<file path="config.mk">
export PLATFORM = sky130hd
export DESIGN_NAME = pipe_stage_buf
export DESIGN_NICKNAME = d
export VERILOG_FILES = /design/src/rtl/pipe_stage_buf.sv
export SDC_FILE = /design/constraint.sdc
export NUM_CORES = 1
export LEC_CHECK = 0
export BUFFER_PORTS_ARGS = -buffer_cell sky130_fd_sc_hd__buf_2
export CORE_AREA = 2 2 95 97
export CTS_BUF_LIST = sky130_fd_sc_hd__clkbuf_4 sky130_fd_sc_hd__clkbuf_8
export CTS_CLUSTER_DIAMETER = 150
export DETAILED_ROUTE_END_ITERATION = 12
export DIE_AREA = 0 0 97 99
export PLACE_DENSITY_LB_ADDON = 0.1
export SYNTH_ARGS = -nofsm -noshare
export SYNTH_HDL_FRONTEND = slang
export SYNTH_SLANG_ARGS = --single-unit
</file>
<file path="constraint.sdc">
create_clock -name clk -period 1.6 [get_ports clk]
set_clock_uncertainty 0.05 [all_clocks]
set_input_delay 0.32 -clock clk [delete_from_list [all_inputs] [get_ports clk]]
set_output_delay 0.32 -clock clk [all_outputs]
set_load 0.02 [all_outputs]
</file>
<file path="src/rtl/pipe_stage_buf.sv">
// pipe_stage_buf: fetch/decode pipeline stage buffer with flush.
// DEPTH=1 acts as a plain stage register, DEPTH=2 as a two-entry skid buffer.
// Optional statistics counters are enabled by defining PIPE_STAGE_BUF_STATS_EN.
module pipe_stage_buf #(
  parameter int unsigned PC_W    = 12,
  parameter int unsigned INSTR_W = 32,
  parameter int unsigned DEPTH   = 2,
  parameter int unsigned STAT_W  = 16
) (
  input  logic               clk,
  input  logic               rst_n,
  input  logic               in_valid,
  output logic               in_ready,
  input  logic [PC_W-1:0]    in_pc,
  input  logic [INSTR_W-1:0] in_instr,
  input  logic               flush,
  output logic               out_valid,
  input  logic               out_ready,
  output logic [PC_W-1:0]    out_pc,
  output logic [INSTR_W-1:0] out_instr
`ifdef PIPE_STAGE_BUF_STATS_EN
  ,
  output logic [STAT_W-1:0]  stall_cnt,
  output logic [STAT_W-1:0]  flush_cnt
`endif
);

  typedef enum logic [1:0] {
    S_EMPTY = 2'd0,
    S_ONE   = 2'd1,
    S_TWO   = 2'd2
  } state_e;

  state_e             state_q, state_d;
  logic               in_ready_q, in_ready_d;
  logic               out_valid_q, out_valid_d;
  logic [PC_W-1:0]    head_pc_q, head_pc_d;
  logic [INSTR_W-1:0] head_instr_q, head_instr_d;
  logic [PC_W-1:0]    skid_pc_q, skid_pc_d;
  logic [INSTR_W-1:0] skid_instr_q, skid_instr_d;
  logic               push, pop;

  // A single-entry stage must accept a new entry in the same cycle the head drains.
  assign in_ready  = (DEPTH == 32'd1) ? (!out_valid_q || out_ready) : in_ready_q;
  assign out_valid = out_valid_q;
  assign push      = in_valid && in_ready;
  assign pop       = out_valid_q && out_ready;

  // Empty stage presents a NOP bubble.
  assign out_pc    = out_valid_q ? head_pc_q    : '0;
  assign out_instr = out_valid_q ? head_instr_q : '0;

  // Occupancy state register and payload storage.
  always_ff @(posedge clk) begin
    if (!rst_n) begin
      state_q      <= S_EMPTY;
      in_ready_q   <= 1'b1;
      out_valid_q  <= 1'b0;
      head_pc_q    <= '0;
      head_instr_q <= '0;
      skid_pc_q    <= '0;
      skid_instr_q <= '0;
    end else begin
      state_q      <= state_d;
      in_ready_q   <= in_ready_d;
      out_valid_q  <= out_valid_d;
      head_pc_q    <= head_pc_d;
      head_instr_q <= head_instr_d;
      skid_pc_q    <= skid_pc_d;
      skid_instr_q <= skid_instr_d;
    end
  end

  // Next-state, payload movement and registered handshake outputs.
  always_comb begin
    state_d      = state_q;
    head_pc_d    = head_pc_q;
    head_instr_d = head_instr_q;
    skid_pc_d    = skid_pc_q;
    skid_instr_d = skid_instr_q;
    if (flush) begin
      state_d = S_EMPTY;
    end else begin
      unique case (state_q)
        S_EMPTY: begin
          if (push) begin
            head_pc_d    = in_pc;
            head_instr_d = in_instr;
            state_d      = S_ONE;
          end
        end
        S_ONE: begin
          if (push && pop) begin
            head_pc_d    = in_pc;
            head_instr_d = in_instr;
          end else if (push && (DEPTH == 32'd2)) begin
            skid_pc_d    = in_pc;
            skid_instr_d = in_instr;
            state_d      = S_TWO;
          end else if (pop) begin
            state_d = S_EMPTY;
          end
        end
        S_TWO: begin
          if (pop) begin
            head_pc_d    = skid_pc_q;
            head_instr_d = skid_instr_q;
            state_d      = S_ONE;
          end
        end
        default: state_d = S_EMPTY;
      endcase
    end
    in_ready_d  = (state_d != S_TWO);
    out_valid_d = (state_d != S_EMPTY);
  end

`ifdef PIPE_STAGE_BUF_STATS_EN
  logic [STAT_W-1:0] stall_cnt_q, stall_cnt_d;
  logic [STAT_W-1:0] flush_cnt_q, flush_cnt_d;

  // Saturating stall and flush event counters.
  always_comb begin
    stall_cnt_d = stall_cnt_q;
    flush_cnt_d = flush_cnt_q;
    if (out_valid_q && !out_ready && (stall_cnt_q != '1)) begin
      stall_cnt_d = stall_cnt_q + STAT_W'(1);
    end
    if (flush && out_valid_q && (flush_cnt_q != '1)) begin
      flush_cnt_d = flush_cnt_q + STAT_W'(1);
    end
  end

  // Counter registers.
  always_ff @(posedge clk) begin
    if (!rst_n) begin
      stall_cnt_q <= '0;
      flush_cnt_q <= '0;
    end else begin
      stall_cnt_q <= stall_cnt_d;
      flush_cnt_q <= flush_cnt_d;
    end
  end

  assign stall_cnt = stall_cnt_q;
  assign flush_cnt = flush_cnt_q;
`endif

endmodule

</file>
==> results.yml, run 1 <==
status:
  status: "finished, violations left"
  violations: "negative setup slack"
drt:
  detail_route.first_pass.iterations: 4
  routedWlPerCell_um: 17.2
  drt.antenna.violating_nets: 0
  detail_route.iter0.violations: 155
  drt-vias-per-instance: 5.53
  vias: 3725
  route.final.wire_length_um: 11600
  remaining_drc_errors: 0
global_routing:
  grt.met3_usage_pct: 4.68
  largest_net_degree_at_the_start_of_global_routing: 44
  global_route.usage.met2_pct: 36.8
  global_route.usage.met1_pct: 28.5
  grtUsageTotal_pct: 22.2
  initial_antenna_violation_count: 0
  gr-max-usage-layer: "met2"
  grt_pass1_wl_um: 17400
  first_global_vias: 3583
  grt.overflow.total: 0
timing:
  timing_max_transition_violations_final: 0
  tightest_slew_ps: 369
  grt_setup_unrepaired: "yes"
  finalWorstPathRequiredPeriod_ps: 1620
  setup-violations-final: 17
  max_freq_mhz: 617
  report.final.hold_viol_count: 0
  relative_slew_margins_pct: 75.2
  timing.hold.ws_ps: 150
  final_critical_path_setup_slack_ps: -21.2
  period_utilisation_layout_pct: 101
clock_tree:
  cts_tree: "yes"
  tritoncts.num_buffers: 9
  clk_pin_slew_ps: 90
  ctsHtreeMaxLevel: 3
  clk-insertion-delay-late_ps: 350
  cts_buffer_depth: 2
  clockRootBuffer: "sky130_fd_sc_hd__clkbuf_8"
  clkSinkCount: 92
  number_of_hold_buffers_added_after_cts: 0
place:
  gp_routability_congestion: 0.864
  dp_hpwl_um: 6490
  placement.io_buffers: 94
  dpl-instance-area_mm2: 0.00496
cells_and_area:
  n_diodes: 0
  syn2layout_area_growth_pct: 33.1
  final_cell_area_mm2: 0.00566
  design.final.nets: 609
  final_layout_size_suffix_gt1_share_pct: 31.3
logic_synthesis:
  ys_async_sr_fraction_pct: 0
  synth.top_cell.area_share_pct: 43.3
  synth_top_area_cell: "sky130_fd_sc_hd__dfxtp_1"
  post_syn_area_mm2: 0.00425
  yosys-top-cells-count: "sky130_fd_sc_hd__dfxtp_1, sky130_fd_sc_hd__nand2_1, sky130_fd_sc_hd__and2_1"
  synth.lib_cells_used.distinct: 26
  yosys_warnings: 0
  post_synth_inst_count: 465
  synth_nets: 514
  syn_area_per_cell_um2: 9.14
  synth_most_common_cell: "sky130_fd_sc_hd__dfxtp_1"
  synth_seq_area_share_pct: 43.3
  synth_area_leaders: "sky130_fd_sc_hd__dfxtp_1, sky130_fd_sc_hd__mux2i_1, sky130_fd_sc_hd__o211a_1"
  synth_top_flop_cell: "sky130_fd_sc_hd__dfxtp_1"
  yosys_register_bits: 92
  number_of_synthesized_flops_with_an_enable_pin: 0
setup_path:
  critical_path_class: "flop to primary output"
  worstPathCellList: "buf_12 -> and2_1 -> buf_4"
  critPathMaxFanout: 20
  endpoint_kind: "primary output"
  cpMaxStageDelayCell: "sky130_fd_sc_hd__dfxtp_4"
  timing.critical_path.required_ps: 1230
  critPathMaxStageDelay_ps: 430
  cp-start-kind: "flop"
  cp_data_arrival_time_ps: 1250
power:
  p_int_mw: 3.39
  netSwitchingFraction_pct: 27.4
  clock_power_share_pct: 31.1
  power.sequential.fraction_pct: 52.8
  peakVddDrop_mv: 0.479
  power.net_switching_mw: 1.28
  power_frac_comb_pct: 16.1
  cellPowerDensity_mw_per_mm2: 826
  p_leak_nw: 2.99
die:
  dieHeight_um: 99
  initial_core_utilization_pct: 49.7
  floorplan.rows: 34
  fp.dieW_um: 97
  placeableCoreArea_mm2: 0.00855
  die_area_mm2: 0.00960
  io_pins: 95
job:
  drv.max_cap_violation_count: 0
hold_path:
  path_category_of_the_worst_min_delay_check: "primary input to flop"
## sequential cells by signal, summed over array words and instances (netlist names)
name          cells
out_valid         1
head_instr_q     32
skid_pc_q        12
state_q           2
skid_instr_q     32
in_ready          1
head_pc_q        12
## power by group through the flow
stage          combinational, mW  clock (mW)  sequential, mW
4_1_cts                    0.658        1.46            2.46
3_5_place_dp               0.602           0            2.52
2_1_floorplan              0.380           0            2.50
3_3_place_gp               0.588           0            2.51
6_report                   0.754        1.45            2.47
5_1_grt                    0.812        1.58            2.48
## critical path, delay by kind of cell (launching register included)
| kind | cells | cell delay (ps) |
|---|---|---|
| and+or+nand+nor | 1 | 160 |
| buffers and inverters | 2 | 300 |
| DFF | 1 | 430 |
## per-layer routing
layer	routed length [um]	part of all wire, %
met5	0	0
met2	5570	48
met4	178	1.5
met1	5150	45
met3	673	5.8
## area by class of cell
| type | count | area [um^2] |
|---|---|---|
| repair buffers | 127 | 1180 |
| multi-input cells | 329 | 2310 |
| fillers | 704 | 2900 |
| inverters | 1 | 3.75 |
| clock inverters | 5 | 37.5 |
| well taps | 108 | 135 |
| flip-flops and latches | 92 | 1850 |
| clock buffers | 11 | 139 |
## cells in the final DEF, fill, tap and decap left out, types with 2 or more instances in the layout
cell                         synthesis  final
sky130_fd_sc_hd__a21boi_0            5      4
sky130_fd_sc_hd__a21boi_1           40     39
sky130_fd_sc_hd__a21boi_2            0      2
sky130_fd_sc_hd__and2_1             45     28
sky130_fd_sc_hd__and2_4              0     17
sky130_fd_sc_hd__buf_12              0      8
sky130_fd_sc_hd__buf_16              0      2
sky130_fd_sc_hd__buf_2              15     54
sky130_fd_sc_hd__buf_4               4     18
sky130_fd_sc_hd__buf_6               0     41
sky130_fd_sc_hd__clkbuf_16           0      4
sky130_fd_sc_hd__clkbuf_4            0      2
sky130_fd_sc_hd__clkbuf_8            0      9
sky130_fd_sc_hd__clkinvlp_4          0      2
sky130_fd_sc_hd__dfxtp_1            92     88
sky130_fd_sc_hd__dfxtp_2             0      3
sky130_fd_sc_hd__mux2i_1            44     44
sky130_fd_sc_hd__nand2_1            90     89
sky130_fd_sc_hd__nand3_1            44     40
sky130_fd_sc_hd__nand3_2             0      4
sky130_fd_sc_hd__nor2_1              3      3
sky130_fd_sc_hd__o211a_1            44     44
## what timing repair did
action,in CTS,in global routing
setup endpoints to repair,76,126
pin swaps,2,2
buffers inserted,0,3
gates cloned,2,7
gates resized for setup,77,30
## metrics by stage
stage	TNS [ps]	worst slack, ps	cells	utilization, %	power [mW]
6_report	-150	-21.2	673	66.1	4.67
4_1_cts	-526	-43.5	664	63.3	4.58
5_1_grt	-4690	-73.8	673	66.1	4.87
3_5_place_dp	-1940	-63.8	646	58.0	3.12
2_1_floorplan	0	3.66	465	-	2.88
3_3_place_gp	-206	-23.0	646	58.0	3.10
## kinds of logic after synthesis
logic type      synth area share (%)
mux                             10.4
flops                           43.3
buf+inv                         4.68
simple gates                    21.6
xor+xnor                       0.206
compound gates                  19.8
## path summary, 6_finish.rpt
check,from,slack (ps),end,depth (start not counted)
setup reg to reg,out_valid,0,head_instr_q[15],5
setup / recovery,out_valid,-20,out_instr[14],3
hold reg to reg,skid_instr_q[16],410,skid_instr_q[16],2
hold / removal,in_instr[19],150,skid_instr_q[19],3
No activity file was read; power rests on OpenSTA's default activity.
==> run 2: changes to the inputs <==
--- a/config.mk
+++ b/config.mk
@@ -11,7 +11,7 @@
 export CTS_CLUSTER_DIAMETER = 150
 export DETAILED_ROUTE_END_ITERATION = 12
 export DIE_AREA = 0 0 97 99
-export PLACE_DENSITY_LB_ADDON = 0.1
+export PLACE_DENSITY = 0.74
 export SYNTH_ARGS = -nofsm -noshare
 export SYNTH_HDL_FRONTEND = slang
 export SYNTH_SLANG_ARGS = --single-unit
==> run 2 against run 1 <==
  * The run still ends with negative setup slack left
  * Worst hold slack got worse by 2.9 ps
  * Sequential share of layout area is 1.6 points lower
  * Core utilization increased by 3.6 points
  * Maximum frequency down 3.6%
  * Clock-buffer cell count fell by 1
  * Largest cell class unchanged
==> results.yml, run 2 (synthesis results as in run 1) <==
status:
  status: "finished, violations left"
  violations: "negative setup slack"
cells_and_area:
  n_diodes: 0
  design.final.nets: 619
  largest_registers: "head_instr_q x32, skid_instr_q x32"
  final_cell_area_mm2: 0.00596
  syn2layout_area_growth_pct: 40.3
  most-common-layout-cells: "sky130_fd_sc_hd__dfxtp_1, sky130_fd_sc_hd__nand2_1, sky130_fd_sc_hd__buf_2"
  final_common_cell: "sky130_fd_sc_hd__dfxtp_1"
  layout.cells.non_filler: 682
  final_layout_size_suffix_gt1_share_pct: 34.8
setup_path:
  cp-start-kind: "flop"
  critPathMaxFanout: 8
  timing.critical_path.required_ps: 1860
  endpoint_kind: "flop"
  cpMaxStageDelayCell: "sky130_fd_sc_hd__dfxtp_4"
  critical_path_class: "flop to flop"
  critPathMaxStageDelay_ps: 440
  rr_worst_depth: 5
  worstPathCellList: "nand3b_4 -> a221oi_4 -> and2_4 -> clkbuf_16 -> o211a_1"
  cp-startpoint: "out_valid"
  cp_data_arrival_time_ps: 1940
  regToRegStartpoint: "out_valid"
  critical_path.n_buffers_inverters: 1
  crit_family: "compound AO/OA/AOI/OAI gates"
  crit-reg2reg-capture: "head_instr_q[1]"
  regToRegSetupSlack_ps: -80
global_routing:
  grt_pass1_wl_um: 16900
  initial_antenna_violation_count: 0
  largest_net_degree_at_the_start_of_global_routing: 55
  first_global_vias: 3583
  grt.overflow.total: 0
  grtUsageTotal_pct: 21.5
drt:
  route.final.wire_length_um: 13300
  detail_route.first_pass.iterations: 5
  drt.antenna.violating_nets: 0
  drt-vias-per-instance: 5.72
  vias: 3904
  remaining_drc_errors: 0
  routedWlPerCell_um: 19.4
  detail_route.iter0.violations: 259
die:
  fp.dieW_um: 97
  floorplan.rows: 34
  die_area_mm2: 0.00960
  io_pins: 95
  initial_core_utilization_pct: 49.7
  dieHeight_um: 99
  placeableCoreArea_mm2: 0.00855
timing:
  relative_slew_margins_pct: 73.1
  final_critical_path_setup_slack_ps: -82.5
  timing_max_transition_violations_final: 0
  setup-violations-final: 130
  tightest_slew_ps: 400
  finalWorstPathRequiredPeriod_ps: 1680
  max_freq_mhz: 594
  grt_setup_unrepaired: "yes"
  period_utilisation_layout_pct: 105
  report.final.hold_viol_count: 0
  timing.hold.ws_ps: 147
clock_tree:
  cts_tree: "yes"
  clkSinkCount: 92
  ctsHtreeMaxLevel: 3
  cts_buffer_depth: 2
  clk_pin_slew_ps: 90
  number_of_hold_buffers_added_after_cts: 0
  clockRootBuffer: "sky130_fd_sc_hd__clkbuf_8"
  tritoncts.num_buffers: 9
  clk-insertion-delay-late_ps: 360
place:
  dpl-instance-area_mm2: 0.00492
  place.detailed.instances: 642
  placement.io_buffers: 94
  dpl_worst_slack_ps: -40.0
  dp_hpwl_um: 6750
  gp_routability_congestion: 0.802
power:
  p_leak_nw: 3.17
  peakVddDrop_mv: 0.570
  cellPowerDensity_mw_per_mm2: 862
hold_path:
  path_category_of_the_worst_min_delay_check: "primary input to flop"
  timing.hold.worst.start: "in_instr[23]"
  min_delay_path_depth: 3
  hold-path-endpoint: "skid_instr_q[23]"
job:
  drv.max_cap_violation_count: 0
run 2: changes by cell type in the layout (fill, tap and decap cells not counted), sizes merged:
cell,previous run,this run
inv,2,1
buf,123,125
clkbuf,15,22
bufinv,0,3
clkinvlp,2,0
run 2: repair_timing:
action	in CTS	in global routing
resized for setup	50	75
gates cloned	0	18
setup endpoints to repair	52	131
pin swaps	0	13
buffers inserted	2	5
run 2: how the worst max path moves through the flow:
| stage | endpoint | slack [ps] | cells after the start |
|---|---|---|---|
| 4_1_cts | out_instr[1] | -60 | 3 |
| 3_5_place_dp | head_instr_q[15] | -40 | 6 |
| 5_1_grt | head_pc_q[1] | -120 | 5 |
| 2_1_floorplan | head_instr_q[15] | 4 | 7 |
| 6_report | head_instr_q[1] | -80 | 5 |
| 3_3_place_gp | head_instr_q[23] | 30 | 6 |
run 2: report_power, final:
group          switching (mW)  internal [mW]  leakage, nW  total (mW)
combinational           0.390          0.400         2.29       0.790
sequential             0.0676           2.40        0.752        2.47
clock                   0.812           1.07        0.122        1.88
total                    1.27           3.87         3.17        5.14
run 2: worst min-delay path: stages:
cell and delay (ps):
sky130_fd_sc_hd__buf_2 110, sky130_fd_sc_hd__nand2_2 40, sky130_fd_sc_hd__a21boi_1 50
run 2: routing by layer:
metal | part of all wire (%) | global-route usage [%] | vias up
met4 | 3.6 | 9.97 | 0
met3 | 6.5 | 3.40 | 42
met1 | 40 | 25.1 | 1879
li1 | - | - | 1820
met5 | 0 | 0 | -
met2 | 50 | 38.8 | 163
run 2: layout make-up:
class	instances	area [um^2]
clock inverters	5	100
clock buffers	10	138
flip-flops and latches	92	1850
well taps	108	135
inverters	1	3.75
multi-input cells	329	2350
repair buffers	137	1380
fillers	628	2590
run 2: per-stage QoR:
| stage | setup TNS [ps] | utilization [%] | power, mW |
|---|---|---|---|
| after detailed placement | -600 | 57.6 | 3.11 |
| after CTS | -870 | 62.1 | 4.97 |
| after global routing | -10400 | 69.7 | 5.32 |
| final | -4900 | 69.7 | 5.14 |
| after floorplan | 0 | - | 2.88 |
| after global placement | 0 | 57.6 | 3.08 |
==> run 3: changes to the inputs <==
--- a/config.mk
+++ b/config.mk
@@ -6,12 +6,12 @@
 export NUM_CORES = 1
 export LEC_CHECK = 0
 export BUFFER_PORTS_ARGS = -buffer_cell sky130_fd_sc_hd__buf_2
-export CORE_AREA = 2 2 95 97
+export CORE_AREA = 2 2 88 90
 export CTS_BUF_LIST = sky130_fd_sc_hd__clkbuf_4 sky130_fd_sc_hd__clkbuf_8
 export CTS_CLUSTER_DIAMETER = 150
 export DETAILED_ROUTE_END_ITERATION = 12
-export DIE_AREA = 0 0 97 99
-export PLACE_DENSITY = 0.74
+export DIE_AREA = 0 0 90 92
+export PLACE_DENSITY = 0.82
 export SYNTH_ARGS = -nofsm -noshare
 export SYNTH_HDL_FRONTEND = slang
 export SYNTH_SLANG_ARGS = --single-unit
==> constraint.sdc (replaced) <==
create_clock -name clk -period 2 [get_ports clk]
set_clock_uncertainty 0.05 [all_clocks]
set_input_delay 0.4 -clock clk [delete_from_list [all_inputs] [get_ports clk]]
set_output_delay 0.4 -clock clk [all_outputs]
set_load 0.02 [all_outputs]
==> run 3 against run 2 <==
  * The flow now finishes without violations
  * Sequential power decreased by 20%
  * Worst hold slack improved by 85 ps
  * Non-clock buffer count decreased by 31
  * Worst setup slack improved by 200 ps
  * Clock-buffer cell count unchanged
  * Largest cell class unchanged
  * Global-route usage increased by 2.7 points
  * Largest power group unchanged
==> results.yml, run 3 (synthesis results as in run 1) <==
drt:
  vias: 3604
  top_layer_used: "met4"
  route.final.wire_length_um: 9920
  detail_route.iter0.violations: 141
  remaining_drc_errors: 0
  drt.antenna.violating_nets: 0
  detail_route.first_pass.iterations: 4
  wl_met1_um: 4350
  drt-vias-per-instance: 5.58
  routedWlPerCell_um: 15.4
  wl_met2_um: 4840
  routed-wl-met3_um: 531
cells_and_area:
  final_cell_area_mm2: 0.00505
  final_util_pct: 67.8
  n_diodes: 0
  most-common-layout-cells: "sky130_fd_sc_hd__buf_2, sky130_fd_sc_hd__dfxtp_1, sky130_fd_sc_hd__nand2_1"
  syn2layout_area_growth_pct: 18.8
  final_common_cell: "sky130_fd_sc_hd__buf_2"
  largest_registers: "head_instr_q x32, skid_instr_q x32"
  final_layout_size_suffix_gt1_share_pct: 23.5
  design.final.nets: 588
hold_path:
  path_category_of_the_worst_min_delay_check: "primary input to flop"
clock_tree:
  tritoncts.num_buffers: 9
  cts_buffer_depth: 2
  clockRootBuffer: "sky130_fd_sc_hd__clkbuf_8"
  clkSinkCount: 92
  cts_tree: "yes"
  clk-insertion-delay-late_ps: 350
  ctsHtreeMaxLevel: 3
  clk_pin_slew_ps: 90
  post_cts.repair.setup_buffers: 0
  number_of_hold_buffers_added_after_cts: 0
  post_cts_resize_count: 0
setup_path:
  timing.critical_path.required_ps: 1550
  critPathMaxFanout: 25
  endpoint_kind: "primary output"
  regToRegSetupSlack_ps: 280
  critical_path_class: "flop to primary output"
  cp_data_arrival_time_ps: 1430
  critPathMaxStageDelay_ps: 440
  cpMaxStageDelayCell: "sky130_fd_sc_hd__dfxtp_1"
  cp-start-kind: "flop"
  crit_family: "buffers and inverters"
  critical_path.n_buffers_inverters: 2
  worstPathCellList: "buf_4 -> and2_1 -> buf_2"
timing:
  timing_max_transition_violations_final: 0
  max_freq_mhz: 531
  relative_slew_margins_pct: 77.2
  tightest_slew_ps: 339
  fin_tns_setup_ps: 0
  timing.hold.ws_ps: 232
  period_utilisation_layout_pct: 94.1
  report.final.hold_viol_count: 0
  finalWorstPathRequiredPeriod_ps: 1880
  setup-violations-final: 0
  grt_setup_unrepaired: "no"
die:
  placeableCoreArea_mm2: 0.00745
  initial_core_utilization_pct: 57.1
  dieHeight_um: 92
  fp.dieW_um: 90
  die_area_mm2: 0.00828
  io_pins: 95
  floorplan.rows: 32
place:
  dpl-instance-area_mm2: 0.00483
  gp_routability_congestion: 0.765
  placement.io_buffers: 94
  dp_hpwl_um: 6310
global_routing:
  first_global_vias: 3471
  grt_pass1_wl_um: 16200
  initial_antenna_violation_count: 0
  grtUsageTotal_pct: 24.2
  grt.overflow.total: 0
  largest_net_degree_at_the_start_of_global_routing: 53
power:
  cellPowerDensity_mw_per_mm2: 757
  total_power_mw: 3.82
  peakVddDrop_mv: 0.480
  p_leak_nw: 2.80
status:
  status: "completed"
job:
  drv.max_cap_violation_count: 0
[run 3: cell count changes in the layout (fill, tap and decap cells not counted), sizes merged]
cell | previous run | this run
clkbuf | 22 | 10
inv | 1 | 2
clkinvlp | 0 | 1
buf | 125 | 106
bufinv | 3 | 2
[run 3: power breakdown]
part	switching, mW	internal [mW]
logic	0.252	0.207
clock network	0.653	0.738
registers	0.0475	1.92
total	0.953	2.87
[run 3: routing by layer]
layer	track usage, %	up-vias
met1	29.9	1729
met3	5.01	20
met2	41.5	103
met4	9.74	0
li1	-	1752
met5	0	-
[run 3: worst reg2reg max path, cell delays in order (launching register included)]
cell and delay (ps):
sky130_fd_sc_hd__dfxtp_1 410, sky130_fd_sc_hd__nand4b_1 320, sky130_fd_sc_hd__or3b_1 450, sky130_fd_sc_hd__buf_12 200, sky130_fd_sc_hd__nand2_1 120, sky130_fd_sc_hd__a21boi_1 60
[run 3: area by class of cell]
| type | count | area, um^2 |
|---|---|---|
| tap | 102 | 128 |
| clock inverter | 6 | 86.3 |
| sequential | 92 | 1840 |
| timing repair buffer | 106 | 623 |
| fill | 669 | 2400 |
| inverter | 1 | 3.75 |
| clock buffer | 10 | 138 |
| multi-input combinational | 329 | 2230 |
[run 3: worst paths after layout]
path | startpoint | to | cells after the start
max | out_valid | out_pc[10] | 3
min reg2reg | skid_instr_q[14] | skid_instr_q[14] | 2
min | in_instr[10] | skid_instr_q[10] | 3
max reg2reg | state_q[1] | skid_instr_q[16] | 5
[run 3: metrics by stage]
stage | setup slack (ps) | cells
2_1_floorplan | 279 | 465
3_3_place_gp | 303 | 630
3_5_place_dp | 222 | 630
4_1_cts | 100 | 646
5_1_grt | 43.7 | 646
6_report | 118 | 646
